[src/rtl/bist_session_sequencer.sv]
// BIST session sequencer: for each configuration it loads, resets, runs shift/capture
// rounds and compares the signature, then reports a session-level pass/fail summary.
module bist_session_sequencer #(
    parameter int SHIFT_CNT  = 24,
    parameter int NUM_ROUNDS = 100,
    parameter int NUM_CONFIG = 4,
    parameter int SIG_W      = 40,
    localparam int CFG_W     = (NUM_CONFIG > 1) ? $clog2(NUM_CONFIG) : 1
) (
    input  logic                  clk,
    input  logic                  masterRst_n,
    input  logic                  start,
    input  logic                  abort,
    output logic [CFG_W-1:0]      cfg_idx,
    output logic                  cfg_load,
    output logic                  internalRst,
    output logic                  NbarT,
    output logic                  PRPG_En,
    output logic                  SRSG_En,
    output logic                  MISR_En,
    output logic                  SISA_En,
    input  logic [SIG_W-1:0]      sig_in,
    input  logic [SIG_W-1:0]      golden_in,
    output logic                  busy,
    output logic                  done,
    output logic                  pass,
    output logic [NUM_CONFIG-1:0] fail_map
);

    localparam int SH_W  = $clog2(SHIFT_CNT + 1);
    localparam int RND_W = $clog2(NUM_ROUNDS + 1);
    localparam logic [SH_W-1:0]  SHIFT_LAST = SH_W'(SHIFT_CNT - 1);
    localparam logic [RND_W-1:0] ROUND_LAST = RND_W'(NUM_ROUNDS);
    localparam logic [CFG_W-1:0] CFG_LAST   = CFG_W'(NUM_CONFIG - 1);

    typedef enum logic [2:0] {
        S_IDLE    = 3'd0,
        S_LOAD    = 3'd1,
        S_INIT    = 3'd2,
        S_SHIFT   = 3'd3,
        S_CAPTURE = 3'd4,
        S_COMPARE = 3'd5,
        S_DONE    = 3'd6
    } state_t;

    state_t                state_r;
    state_t                state_nxt_s;
    logic [SH_W-1:0]       shift_cnt_r;
    logic [RND_W-1:0]      round_cnt_r;
    logic [RND_W-1:0]      round_inc_s;
    logic                  abort_hit_s;
    logic                  sess_start_s;
    logic                  last_shift_s;
    logic                  last_round_s;
    logic                  last_cfg_s;
    logic                  mismatch_s;
    logic [NUM_CONFIG-1:0] cfg_onehot_s;
    logic [NUM_CONFIG-1:0] fail_nxt_s;

    // Decode strobes and the fail map as it would look after this cycle's compare.
    always_comb begin
        abort_hit_s  = abort && (state_r != S_IDLE);
        sess_start_s = (state_r == S_IDLE) && start && !abort;
        last_shift_s = (shift_cnt_r == SHIFT_LAST);
        round_inc_s  = round_cnt_r + RND_W'(1'b1);
        last_round_s = (round_inc_s == ROUND_LAST);
        last_cfg_s   = (cfg_idx == CFG_LAST);
        mismatch_s   = (sig_in != golden_in);
        cfg_onehot_s = NUM_CONFIG'(1'b1) << cfg_idx;
        if ((state_r == S_COMPARE) && mismatch_s) begin
            fail_nxt_s = fail_map | cfg_onehot_s;
        end else begin
            fail_nxt_s = fail_map;
        end
    end

    // Next-state selection; abort overrides every active state.
    always_comb begin
        state_nxt_s = S_IDLE;
        if (abort_hit_s) begin
            state_nxt_s = S_IDLE;
        end else begin
            case (state_r)
                S_IDLE:    state_nxt_s = sess_start_s ? S_LOAD : S_IDLE;
                S_LOAD:    state_nxt_s = S_INIT;
                S_INIT:    state_nxt_s = S_SHIFT;
                S_SHIFT:   state_nxt_s = last_shift_s ? S_CAPTURE : S_SHIFT;
                S_CAPTURE: state_nxt_s = last_round_s ? S_COMPARE : S_SHIFT;
                S_COMPARE: state_nxt_s = last_cfg_s ? S_DONE : S_LOAD;
                S_DONE:    state_nxt_s = S_IDLE;
                default:   state_nxt_s = S_IDLE;
            endcase
        end
    end

    // State, counters and Moore outputs decoded from the state being entered.
    always_ff @(posedge clk or negedge masterRst_n) begin
        if (!masterRst_n) begin
            state_r     <= S_IDLE;
            shift_cnt_r <= {SH_W{1'b0}};
            round_cnt_r <= {RND_W{1'b0}};
            cfg_idx     <= {CFG_W{1'b0}};
            cfg_load    <= 1'b0;
            internalRst <= 1'b0;
            NbarT       <= 1'b0;
            PRPG_En     <= 1'b0;
            SRSG_En     <= 1'b0;
            MISR_En     <= 1'b0;
            SISA_En     <= 1'b0;
            busy        <= 1'b0;
            done        <= 1'b0;
            pass        <= 1'b0;
            fail_map    <= {NUM_CONFIG{1'b0}};
        end else begin
            state_r     <= state_nxt_s;
            cfg_load    <= (state_nxt_s == S_LOAD);
            internalRst <= (state_nxt_s == S_INIT);
            NbarT       <= (state_nxt_s == S_SHIFT);
            SRSG_En     <= (state_nxt_s == S_SHIFT);
            SISA_En     <= (state_nxt_s == S_SHIFT);
            PRPG_En     <= (state_nxt_s == S_CAPTURE);
            MISR_En     <= (state_nxt_s == S_CAPTURE);
            busy        <= (state_nxt_s != S_IDLE) && (state_nxt_s != S_DONE);
            done        <= (state_nxt_s == S_DONE);

            if ((state_r == S_SHIFT) && (state_nxt_s == S_SHIFT)) begin
                shift_cnt_r <= shift_cnt_r + SH_W'(1'b1);
            end else begin
                shift_cnt_r <= {SH_W{1'b0}};
            end

            if (state_r == S_CAPTURE) begin
                round_cnt_r <= round_inc_s;
            end else if (state_r == S_SHIFT) begin
                round_cnt_r <= round_cnt_r;
            end else begin
                round_cnt_r <= {RND_W{1'b0}};
            end

            if (sess_start_s || abort_hit_s) begin
                cfg_idx <= {CFG_W{1'b0}};
            end else if ((state_r == S_COMPARE) && (state_nxt_s == S_LOAD)) begin
                cfg_idx <= cfg_idx + CFG_W'(1'b1);
            end else begin
                cfg_idx <= cfg_idx;
            end

            // An aborted compare must not record a result.
            if (sess_start_s) begin
                fail_map <= {NUM_CONFIG{1'b0}};
            end else if (!abort_hit_s) begin
                fail_map <= fail_nxt_s;
            end else begin
                fail_map <= fail_map;
            end

            if (abort_hit_s || sess_start_s) begin
                pass <= 1'b0;
            end else if (state_nxt_s == S_DONE) begin
                pass <= ~|fail_nxt_s;
            end else begin
                pass <= pass;
            end
        end
    end

endmodule

[config.mk]
export PLATFORM = sky130hd
export DESIGN_NAME = bist_session_sequencer
export DESIGN_NICKNAME = d
export VERILOG_FILES = /design/src/rtl/bist_session_sequencer.sv
export SDC_FILE = /design/constraint.sdc
export NUM_CORES = 1
export LEC_CHECK = 0
export CORE_ASPECT_RATIO = 0.9
export CORE_MARGIN = 3
export CORE_UTILIZATION = 60
export CTS_CLUSTER_SIZE = 8
export DETAILED_ROUTE_END_ITERATION = 6
export DONT_BUFFER_PORTS = 1
export PLACE_DENSITY = 0.76
export SYNTH_ARGS = -nofsm -noshare
export SYNTH_HDL_FRONTEND = slang
export SYNTH_SLANG_ARGS = --single-unit
export TNS_END_PERCENT = 100
[constraint.sdc]
create_clock -name clk -period 2.9 [get_ports clk]
set_input_delay 0.29 -clock clk [delete_from_list [all_inputs] [get_ports clk]]
set_output_delay 0.29 -clock clk [all_outputs]
set_load 0.05 [all_outputs]
== Word-level counts from Yosys, hierarchy flattened ==
Cells that the tools add are included.

* Input bits: 84
* Logic and storage cells: 66
* Output and inout bits: 16
* Bits in registers: 28

* Bitwise operators: 1
* Reductions and logical operators: 16
* Equal/unequal tests: 17
* Add/sub/neg operators: 3
* Multiplexer cells: 16
* Shift-type cells: 1

{| class="wikitable"
|+ Operator list
! cell !! number
|-
| 40-bit != test || 1
|-
| 3-bit case mux with 6 select lines || 1
|-
| 7-bit two-way mux || 2
|-
| 3-bit by 2-bit equality test with 1-bit output, second input constant || 4
|-
| 3-bit equality test, second input constant || 4
|-
| 3-bit two-way mux || 4
|-
| 4-bit two-way mux || 3
|-
| 7-bit by 1-bit adder with 7-bit output, second input constant || 1
|-
| 7-bit equality test, second input constant || 1
|-
| 1-bit logical AND || 7
|-
| 3-bit by 1-bit equality test with 1-bit output, second input constant || 2
|-
| 3-bit nonzero test || 2
|-
| 5-bit by 1-bit adder with 5-bit output, second input constant || 1
|-
| 5-bit equality test, second input constant || 1
|-
| 5-bit two-way mux || 1
|-
| 2-bit two-way mux || 2
|-
| 2-bit by 1-bit != test with 1-bit output, second input constant || 2
|-
| 4-bit bitwise OR || 1
|-
| 2-bit nonzero test || 2
|-
| 4-bit OR reduction || 1
|-
| 1-bit by 2-bit << shifter with 4-bit output, first input constant || 1
|-
| 3-bit zero test || 1
|-
| 1-bit two-way mux || 3
|-
| 3-bit != test, second input constant || 1
|-
| other kinds (4) || 5
|}

== Logic depth before layout (Yosys ltp) ==
Gate-level depths: netlist of run 1.

* Depth after elaboration: 10
* Gate-level depth with buffers: 7
* Depth with buffers taken out: 7

== Least setup slack after synthesis of run 1 ==
No wires, ideal clock.

* Kind: register to register
* From: register cfg_idx[0]
* To: register shift_cnt_r[2]
* Path buffers: 0
* Data required time: 2.828 ns
* Setup time: 0.072 ns
* Period minus slack after synthesis: 1.927 ns
* Stages on the path, launching flop included: 7
* Path slack: 0.973 ns
* Arrival time: 1.855 ns
* Path through: dfrtp_1 ha_1 nand2b_1 o21ai_0 o2bb2ai_4 or3_4 nor2_1

* Longest elaborated chain between the ends: 7

{| class="wikitable"
|+ RTL lines
! element !! RTL line !! RTL
|-
| start: declaration || 14 || <nowiki>output logic [CFG_W-1:0] cfg_idx,</nowiki>
|-
| start signal: assignment || 102 || <nowiki>cfg_idx <= {CFG_W{1'b0}};</nowiki>
|-
| start signal: assignment || 141 || <nowiki>cfg_idx <= {CFG_W{1'b0}};</nowiki>
|-
| start signal: assignment || 143 || <nowiki>cfg_idx <= cfg_idx + CFG_W'(1'b1);</nowiki>
|-
| 2-bit equality test || 67 || <nowiki>last_cfg_s = (cfg_idx == CFG_LAST);</nowiki>
|-
| 3-bit two-way mux || 89 || <nowiki>S_COMPARE: state_nxt_s = last_cfg_s ? S_DONE : S_LOAD;</nowiki>
|-
| 3-bit case mux with 6 select lines || 83 || <nowiki>case (state_r)</nowiki>
|-
| 3-bit two-way mux || 80 || <nowiki>if (abort_hit_s) begin</nowiki>
|-
| 3-bit by 2-bit equality test with 1-bit output || 126 || <nowiki>if ((state_r == S_SHIFT) && (state_nxt_s == S_SHIFT)) begin</nowiki>
|-
| 1-bit logical AND || 126 ||
|-
| 5-bit two-way mux || 126 ||
|-
| end signal: assignment || 100 || <nowiki>shift_cnt_r <= {SH_W{1'b0}};</nowiki>
|-
| end signal: assignment || 127 || <nowiki>shift_cnt_r <= shift_cnt_r + SH_W'(1'b1);</nowiki>
|-
| end signal: assignment || 129 || <nowiki>shift_cnt_r <= {SH_W{1'b0}};</nowiki>
|-
| end: declaration || 48 || <nowiki>logic [SH_W-1:0] shift_cnt_r;</nowiki>
|}

No other way between the ends.
A chain may end at the register's enable or synchronous reset.

== Worst setup path in the final report of run 1 ==
* From: register cfg_idx[0]
* To: register shift_cnt_r[1]

Same word-level chain as after synthesis.

==> metrics.md, run 1 <==
| Metric | Value |
|---|---|
| Cell count of the worst reg-to-reg path | `6` |
| Fill count | `about 230` |
| Post-CTS setup buffers | `0` |
| Critical Path AT | `2.46 ns` |
| Synth warnings | `0` |
| Most common cell after layout, fill and taps aside | `xnor2_1` |
| Share of layout cells above drive strength 1 | `0.1000` |
| Post_cts resized | `0` |
| Final Critical Period | `roughly 2.2 ns` |
| Grt total ovfl | `0` |
| Sequential cell area | `roughly 700 um2` |
| Seq/Total Area, Yosys | `0.3622` |
| Clock Tree Buf Depth | `2` |
| Leak | `about 0.00081 uW` |
| Die area | `3942 um2` |
| RSZ-0062 raised after global routing | `no` |
| First-pass GRT wire length | `a little under 7 mm` |
| Total Routing Usage GR | `0.2261` |
| DP HPWL | `3.471 mm` |
| FF+latch count, synth | `28` |
| Mapped cell area | `between 1500 and 2000 um2` |
| EDFF count, synth | `0` |
| Total wire length | `4.208 mm` |
| Port bufs | `0` |
| Syn nets | `between 200 and 300` |
| Die width | `65.85 um` |
| Clk slew on worst S/H paths | `around 0.15 ns` |
| Hold Path Class | `in2reg` |
| Final Hold Viols | `0` |
| CTS tree | `done` |
| Setup crit end kind | `register` |
| Delay-heaviest family, CP | `flip-flops` |
| Core ar. | `between 2000 and 3000 um2` |
| Place WS | `about 0.79 ns` |
| Main synth FF type | `dfrtp_1` |
| Synth Instances | `between 150 and 200` |
| CTS buffer count | `3` |
| Via/cell ratio | `around 6` |
| Critical R2R Capture | `shift_cnt_r[1]` |
| Most frequent cells in the layout | `xnor2_1, dfrtp_1, nor2_1` |
| Drt wl/cell | `17.53 um` |
| Max-cap violation count | `0` |
| CTS H-Tree Depth | `1` |
| Worst Skew | `0.01099 ns` |
| Yosys cell types | `43` |
| P&R area growth vs syn | `3.687%` |
| N_diodes | `0` |
| First DRT Iteration DRCs | `between 80 and 90` |
| Worst slew margin | `0.4087` |
| Maximum fanout along the worst path | `8` |
| Detailed Routing Iterations Pass 1 | `4` |
| Vias in the first global route | `1493` |
| Multi-input gate area | `1159 um2` |
| Setup-failing EPs final | `0` |
| Required @ worst endpoint | `roughly 3.2 ns` |
| Initial core utilization | `0.6658` |
| RePlAce Congestion | `around 0.8` |
| Inst Count DP | `234` |
| Antenna Violating Nets Remaining | `0` |
| CTS root buf | `clkbuf_4` |
| Slew @ Worst Pin | `around 0.89 ns` |
| Hold-fix buffers, CTS | `2` |
| Largest net degree at the start of global routing | `29` |
| Skew-Pair Late Insertion Delay | `about 0.33 ns` |
| Crit path largest cell delay | `around 0.75 ns` |
| P per Cell Area | `roughly 550 nW/um2` |
| Launching point of the worst reg2reg path | `cfg_idx[0]` |
| Max Slew Vio Count | `0` |
| Status | `complete, no violations` |
| Async SR Flop Fraction | `1.000` |
| Post-Route Setup TNS | `0 ns` |
| Kind of critical path | `reg2reg` |
| Crit path launch type | `register` |
| Critical-path top delay cell | `dfrtp_1` |
| Worst hold stages | `3` |
| CP bufs+invs | `0` |
| DR vias | `1435` |
| Die span in y | `59.87 um` |
| Post-route DRC | `0` |
| HP Start | `abort` |
| Final Non-Filler Cells | `240` |
| Worst VDD drop | `roughly 600 uV` |
| Worst Hold Slack | `just under 0.3 ns` |
| Max Fclk | `~460 MHz` |
| Antenna violations before repair | `0` |
| Hold EP | `fail_map[1]` |
| Sinks on Clock Net | `28` |
| Reg-to-reg setup timing slack | `between 0.7 and 0.8 ns` |
| Cell Rows | `18` |
| I/O pin cnt | `100` |
| Final Worst Setup Slack | `roughly 0.71 ns` |
| Sequence of cells on the critical path | `ha_1, nand2b_1, o21ai_0, o2bb2ai_4, or3_4, nor2_1` |
| Final Cycle Share | `0.7550` |
| Total power | `between 1000 and 1500 uW` |
| Avg Cell Area, Syn | `around 9.7 um2` |
| Final net count | `291` |
## area by class of cell
class / instances / share of cell area
Inverter: 6 / 0.01123
Clock buffer: 4 / 0.01809
Sequential cell: 28 / 0.3493
Tap cell: 40 / 0.02495
Multi-Input combinational cell: 159 / 0.5777
Timing Repair Buffer: 3 / 0.01871
## registers in the layout (all words and copies together), names as in the netlist
| register | cells |
|---|---|
| busy | 1 |
| fail_map | 4 |
| cfg_idx | 2 |
| pass | 1 |
| SISA_En | 1 |
| internalRst | 1 |
| cfg_load | 1 |
| MISR_En | 1 |
| round_cnt_r | 7 |
| done | 1 |
| state_r | 3 |
| shift_cnt_r | 5 |
## how the worst max path moves through the flow
| stage | start | endpoint | slack (ns) | cells past startpoint |
|---|---|---|---|---|
| 5_1_grt | cfg_idx[0] | shift_cnt_r[1] | 0.59 | 6 |
| 3_3_place_gp | cfg_idx[0] | shift_cnt_r[2] | 0.87 | 6 |
| 6_report | cfg_idx[0] | shift_cnt_r[1] | 0.71 | 6 |
| 2_1_floorplan | cfg_idx[0] | shift_cnt_r[2] | 0.97 | 6 |
| 4_1_cts | cfg_idx[0] | shift_cnt_r[1] | 0.73 | 6 |
| 3_5_place_dp | cfg_idx[0] | shift_cnt_r[1] | 0.79 | 6 |
## per-layer routing
layer  track usage  wire length (um)  vias up  part of all wire
met5             0                 0        -                 0
met2        0.4214              2289       58              0.54
met3       0.05451               303        6             0.072
met4       0.04142                25        0            0.0059
met1        0.2663              1589      679              0.38
li1              -                 -      692                 -
## cells by family after synthesis
kind of cell             Yosys count  share of synthesized area
flip-flops                        28                     0.3622
XOR/XNOR                          47                     0.2128
buffers and inverters             12                    0.03881
AO/OA/AOI/OAI                     26                     0.1106
adder cells (fa/ha/maj)            6                    0.03881
AND/OR/NAND/NOR                   80                     0.2367
## stage by stage
stage	area, um2	utilization
global route	2006	0.6904
finish	2006	0.6904
CTS	2006	0.6904
floorplan	1934	-
global placement	1939	0.6675
detailed placement	1939	0.6675
## report_power, final
group | leakage [uW] | switching (uW) | total, uW | internal (uW)
Combinational | 0.000410 | 241 | 370 | 129
Sequential | 0.000382 | 118 | 547 | 430
Clock | 0.0000210 | 110 | 187 | 76.9
Total | 0.000813 | 468 | 1100 | 636
## tightest hold or removal path, stage by stage
cell,delay (ns)
nand2b_1,0.09
a41oi_1,0.12
nor2_1,0.10
## synth_stat cells (4+ instances only)
cell	count	area, um2
inv_1	6	22.52
ha_1	6	75.07
xor2_1	12	105.1
xnor2_1	35	306.5
buf_4	4	30.03
nand3_1	7	35.03
a21oi_1	4	20.02
nor2_1	21	78.83
nand2_1	13	48.80
dfrtp_1	28	700.7
o21ai_0	9	45.04
nand4_1	10	62.56
nor4_1	5	31.28
nand2b_1	4	25.02
No activity file was read; power rests on OpenSTA's default activity.
==> run 2, diff against run 1 <==
ABC_AREA = 1   (was not set)
CORE_UTILIZATION = 57   (was 60)
PLACE_DENSITY = 0.75   (was 0.76)
clock period = 1.8 ns   (was 2.9 ns; I/O delays follow)
==> metrics.md, run 2 <==
| Metric | Value |
|---|---|
| CTS root buf | `clkbuf_8` |
| N_diodes | `0` |
| Initial core utilization | `0.6160` |
| Sw power | `between 1000 and 1500 uW` |
| First DRT Iteration DRCs | `39` |
| Synth warnings | `0` |
| Async SR Flop Fraction | `1.000` |
| Area contributors post-synth | `dfrtp_1, nand2_1, inv_1, xnor2_1, nand3_1` |
| First-pass GRT wire length | `7.203 mm` |
| Largest net degree at the start of global routing | `29` |
| Port bufs | `0` |
| Delay-heaviest family, CP | `simple AND/OR/NAND/NOR gates` |
| Die span in y | `between 60 and 70 um` |
| Setup-failing EPs final | `0` |
| Crit path launch type | `register` |
| Cell Rows | `20` |
| Cell taking the most area after synthesis | `dfrtp_1` |
| Mapped cell area | `around 2200 um2` |
| Antenna violations before repair | `0` |
| Share of layout cells above drive strength 1 | `0.1712` |
| Critical Path AT | `1.97 ns` |
| Die area | `~4600 um2` |
| Most used cell, CP | `nand2_2` |
| Top reg by flops | `round_cnt_r` |
| P per Cell Area | `around 990 nW/um2` |
| Drt wl/cell | `approximately 12 um` |
| Crit path largest cell delay | `0.38 ns` |
| Critical-path top delay cell | `dfrtp_1` |
| Final Hold Viols | `0` |
| Via/cell ratio | `about 4.9` |
| CTS buffer count | `3` |
| Yosys top cell area share | `0.3224` |
| Main synth FF type | `dfrtp_1` |
| Worst VDD drop | `approximately 820 uV` |
| RePlAce Congestion | `approximately 0.95` |
| Clock Power Share | `0.202` |
| FF+latch count, synth | `28` |
| Final Cycle Share | `0.9980` |
| Post-Route Setup TNS | `0 ns` |
| Cell Int Power | `roughly 1300 uW` |
| Most frequent cells in the layout | `nand2_1, inv_1, dfrtp_1` |
| Final net count | `424` |
| Avg Cell Area, Syn | `6.771 um2` |
| Sequence of cells on the critical path | `ha_2, nand2_2, inv_2, nand3b_1, o21ai_2, o21ai_1, inv_1, nand2_4, nor3_4, nand2_2, nand3_2, nand2_1` |
| Grt total ovfl | `0` |
| Kind of critical path | `reg2reg` |
| Max Slew Vio Count | `0` |
| DP HPWL | `about 3.6 mm` |
| Worst slew margin | `0.6625` |
| Seq/Total Area, Yosys | `0.3224` |
| Leading registers by flop count | `round_cnt_r x7, shift_cnt_r x5, fail_map x4` |
| Top-count cell post-synth | `nand2_1` |
| Leak | `approximately 0.0013 uW` |
| Worst Skew | `between 0.003 and 0.004 ns` |
| Worst hold stages | `3` |
| Post-route DRC | `0` |
| Sinks on Clock Net | `28` |
| Final Critical Period | `around 1.8 ns` |
| DR vias | `1844` |
| RSZ-0062 raised after global routing | `yes` |
| CTS H-Tree Depth | `1` |
| Setup crit end kind | `register` |
| Max-cap violation count | `0` |
| Commonest cells in the synthesized netlist | `nand2_1, inv_1, dfrtp_1, xnor2_1, nor2_1` |
| Combinational fraction of design power | `0.355` |
| Levels on crit path | `12` |
| Status | `complete, no violations` |
| CP bufs+invs | `2` |
| Vias in the first global route | `between 1500 and 2000` |
| EDFF count, synth | `0` |
| Skew-Pair Late Insertion Delay | `roughly 0.27 ns` |
| Most common cell after layout, fill and taps aside | `nand2_1` |
| Sequential cell area | `between 700 and 800 um2` |
| Fill count | `304` |
| Sw Share | `0.4566` |
| CTS tree | `done` |
| Fin util | `0.6897` |
| Cell count of the worst reg-to-reg path | `12` |
| Yosys cell types | `30` |
| Sequential Power Share | `0.443` |
| Max reg flops | `7` |
| Clock Tree Buf Depth | `2` |
| Die width | `between 70 and 80 um` |
| Syn nets | `approximately 410` |
| Clk slew on worst S/H paths | `roughly 0.090 ns` |
| I/O pin cnt | `100` |
| Total wire length | `4.493 mm` |
| Detailed Routing Iterations Pass 1 | `4` |
| Hold Path Class | `in2reg` |
| Antenna Violating Nets Remaining | `0` |
| Synth Instances | `~320` |
| Multi-input gate area | `around 1200 um2` |
| P&R area growth vs syn | `11.97%` |
| Maximum fanout along the worst path | `4` |
| Total Routing Usage GR | `0.1920` |
| Slew @ Worst Pin | `0.5063 ns` |
| Required @ worst endpoint | `1.97 ns` |
| Max Fclk | `roughly 560 MHz` |
| Core ar. | `around 3500 um2` |
-- run 2: cell types whose count changed in the layout (fill, tap and decap cells not counted), moves of 4 or more --
cell / delta
nand2_1: +85
inv_1: +59
xnor2_1: -13
nor2_2: +9
xor2_1: -9
buf_4: +8
nand3_1: +7
inv_2: +6
nand2_2: +5
nor4_1: -5
nand2_4: +4
nand2b_1: -4
nand4_1: -4
-- run 2: final timing paths --
path / startpoint / to / slack (ns)
hold reg to reg: round_cnt_r[0] / round_cnt_r[0] / 0.54
max in group asynchronous: masterRst_n / cfg_idx[0] / 1.31
setup reg to reg: shift_cnt_r[0] / cfg_idx[1] / 0.004
hold / removal: abort / cfg_load / 0.18
setup / recovery: shift_cnt_r[0] / cfg_idx[1] / 0.004
min in group asynchronous: masterRst_n / cfg_idx[1] / 0.33
-- run 2: final cells by class --
class / count / area share
clock buffer: 3 / 0.01697
clock inverter: 1 / 0.01234
inverter: 71 / 0.1095
multi-input combinational: 218 / 0.5049
sequential: 28 / 0.2889
tap: 44 / 0.02262
timing repair buffer: 12 / 0.04473
-- run 2: cells by family (layout without fill, tap and decap cells) --
family | after synthesis | count (layout) | synth area share
AO/OA/AOI/OAI | 16 | 16 | 0.04202
XOR/XNOR | 26 | 26 | 0.1082
adder cells (fa/ha/maj) | 6 | 6 | 0.03454
buffers and inverters | 75 | 87 | 0.1347
flip-flops | 28 | 28 | 0.3224
AND/OR/NAND/NOR | 170 | 170 | 0.3581
-- run 2: worst register-to-register path, stage by stage (launching register included) --
cell      delay, ns
dfrtp_1        0.38
ha_2           0.20
nand2_2        0.06
inv_2          0.07
nand3b_1       0.13
o21ai_2        0.19
o21ai_1        0.09
inv_1          0.09
nand2_4        0.07
nor3_4         0.22
nand2_2        0.09
nand3_2        0.07
nand2_1        0.05
-- run 2: power groups by stage --
stage          Combinational (uW)  Sequential, uW  Clock [uW]
2_1_floorplan                 640            1090           0
3_3_place_gp                  788            1080           0
3_5_place_dp                  789            1080           0
4_1_cts                       820            1070         501
5_1_grt                       954            1080         536
6_report                      855            1070         487
-- run 2: timing repair --
| item | CTS | global route |
|---|---|---|
| resized for setup | 0 | 16 |
| buffers inserted | 0 | 3 |
| setup endpoints to repair | 0 | 12 |
| hold buffers | 2 | 0 |
| hold endpoints to repair | 28 | 0 |
-- run 2: layer usage --
layer | track usage | routed length [um] | up-vias
li1 | - | - | 975
met1 | 0.2520 | 1975 | 807
met2 | 0.3206 | 2160 | 56
met3 | 0.05581 | 312 | 6
met4 | 0.03052 | 44 | 0
met5 | 0 | 0 | -
-- run 2: per-stage QoR --
| step | total power [uW] | cells | hold WS (ns) | setup WS, ns | cell area, um2 |
|---|---|---|---|---|---|
| finish | 2410 | 377 | 0.1831 | 0.003657 | 2434 |
| global placement | 1872 | 368 | -0.1145 | 0.1134 | 2257 |
| global route | 2572 | 377 | 0.1708 | -0.1335 | 2434 |
| floorplan | 1735 | 321 | -0.1156 | 0.06138 | 2176 |
| detailed placement | 1873 | 368 | -0.1146 | 0.06716 | 2257 |
| CTS | 2393 | 374 | 0.1989 | 0.02985 | 2359 |
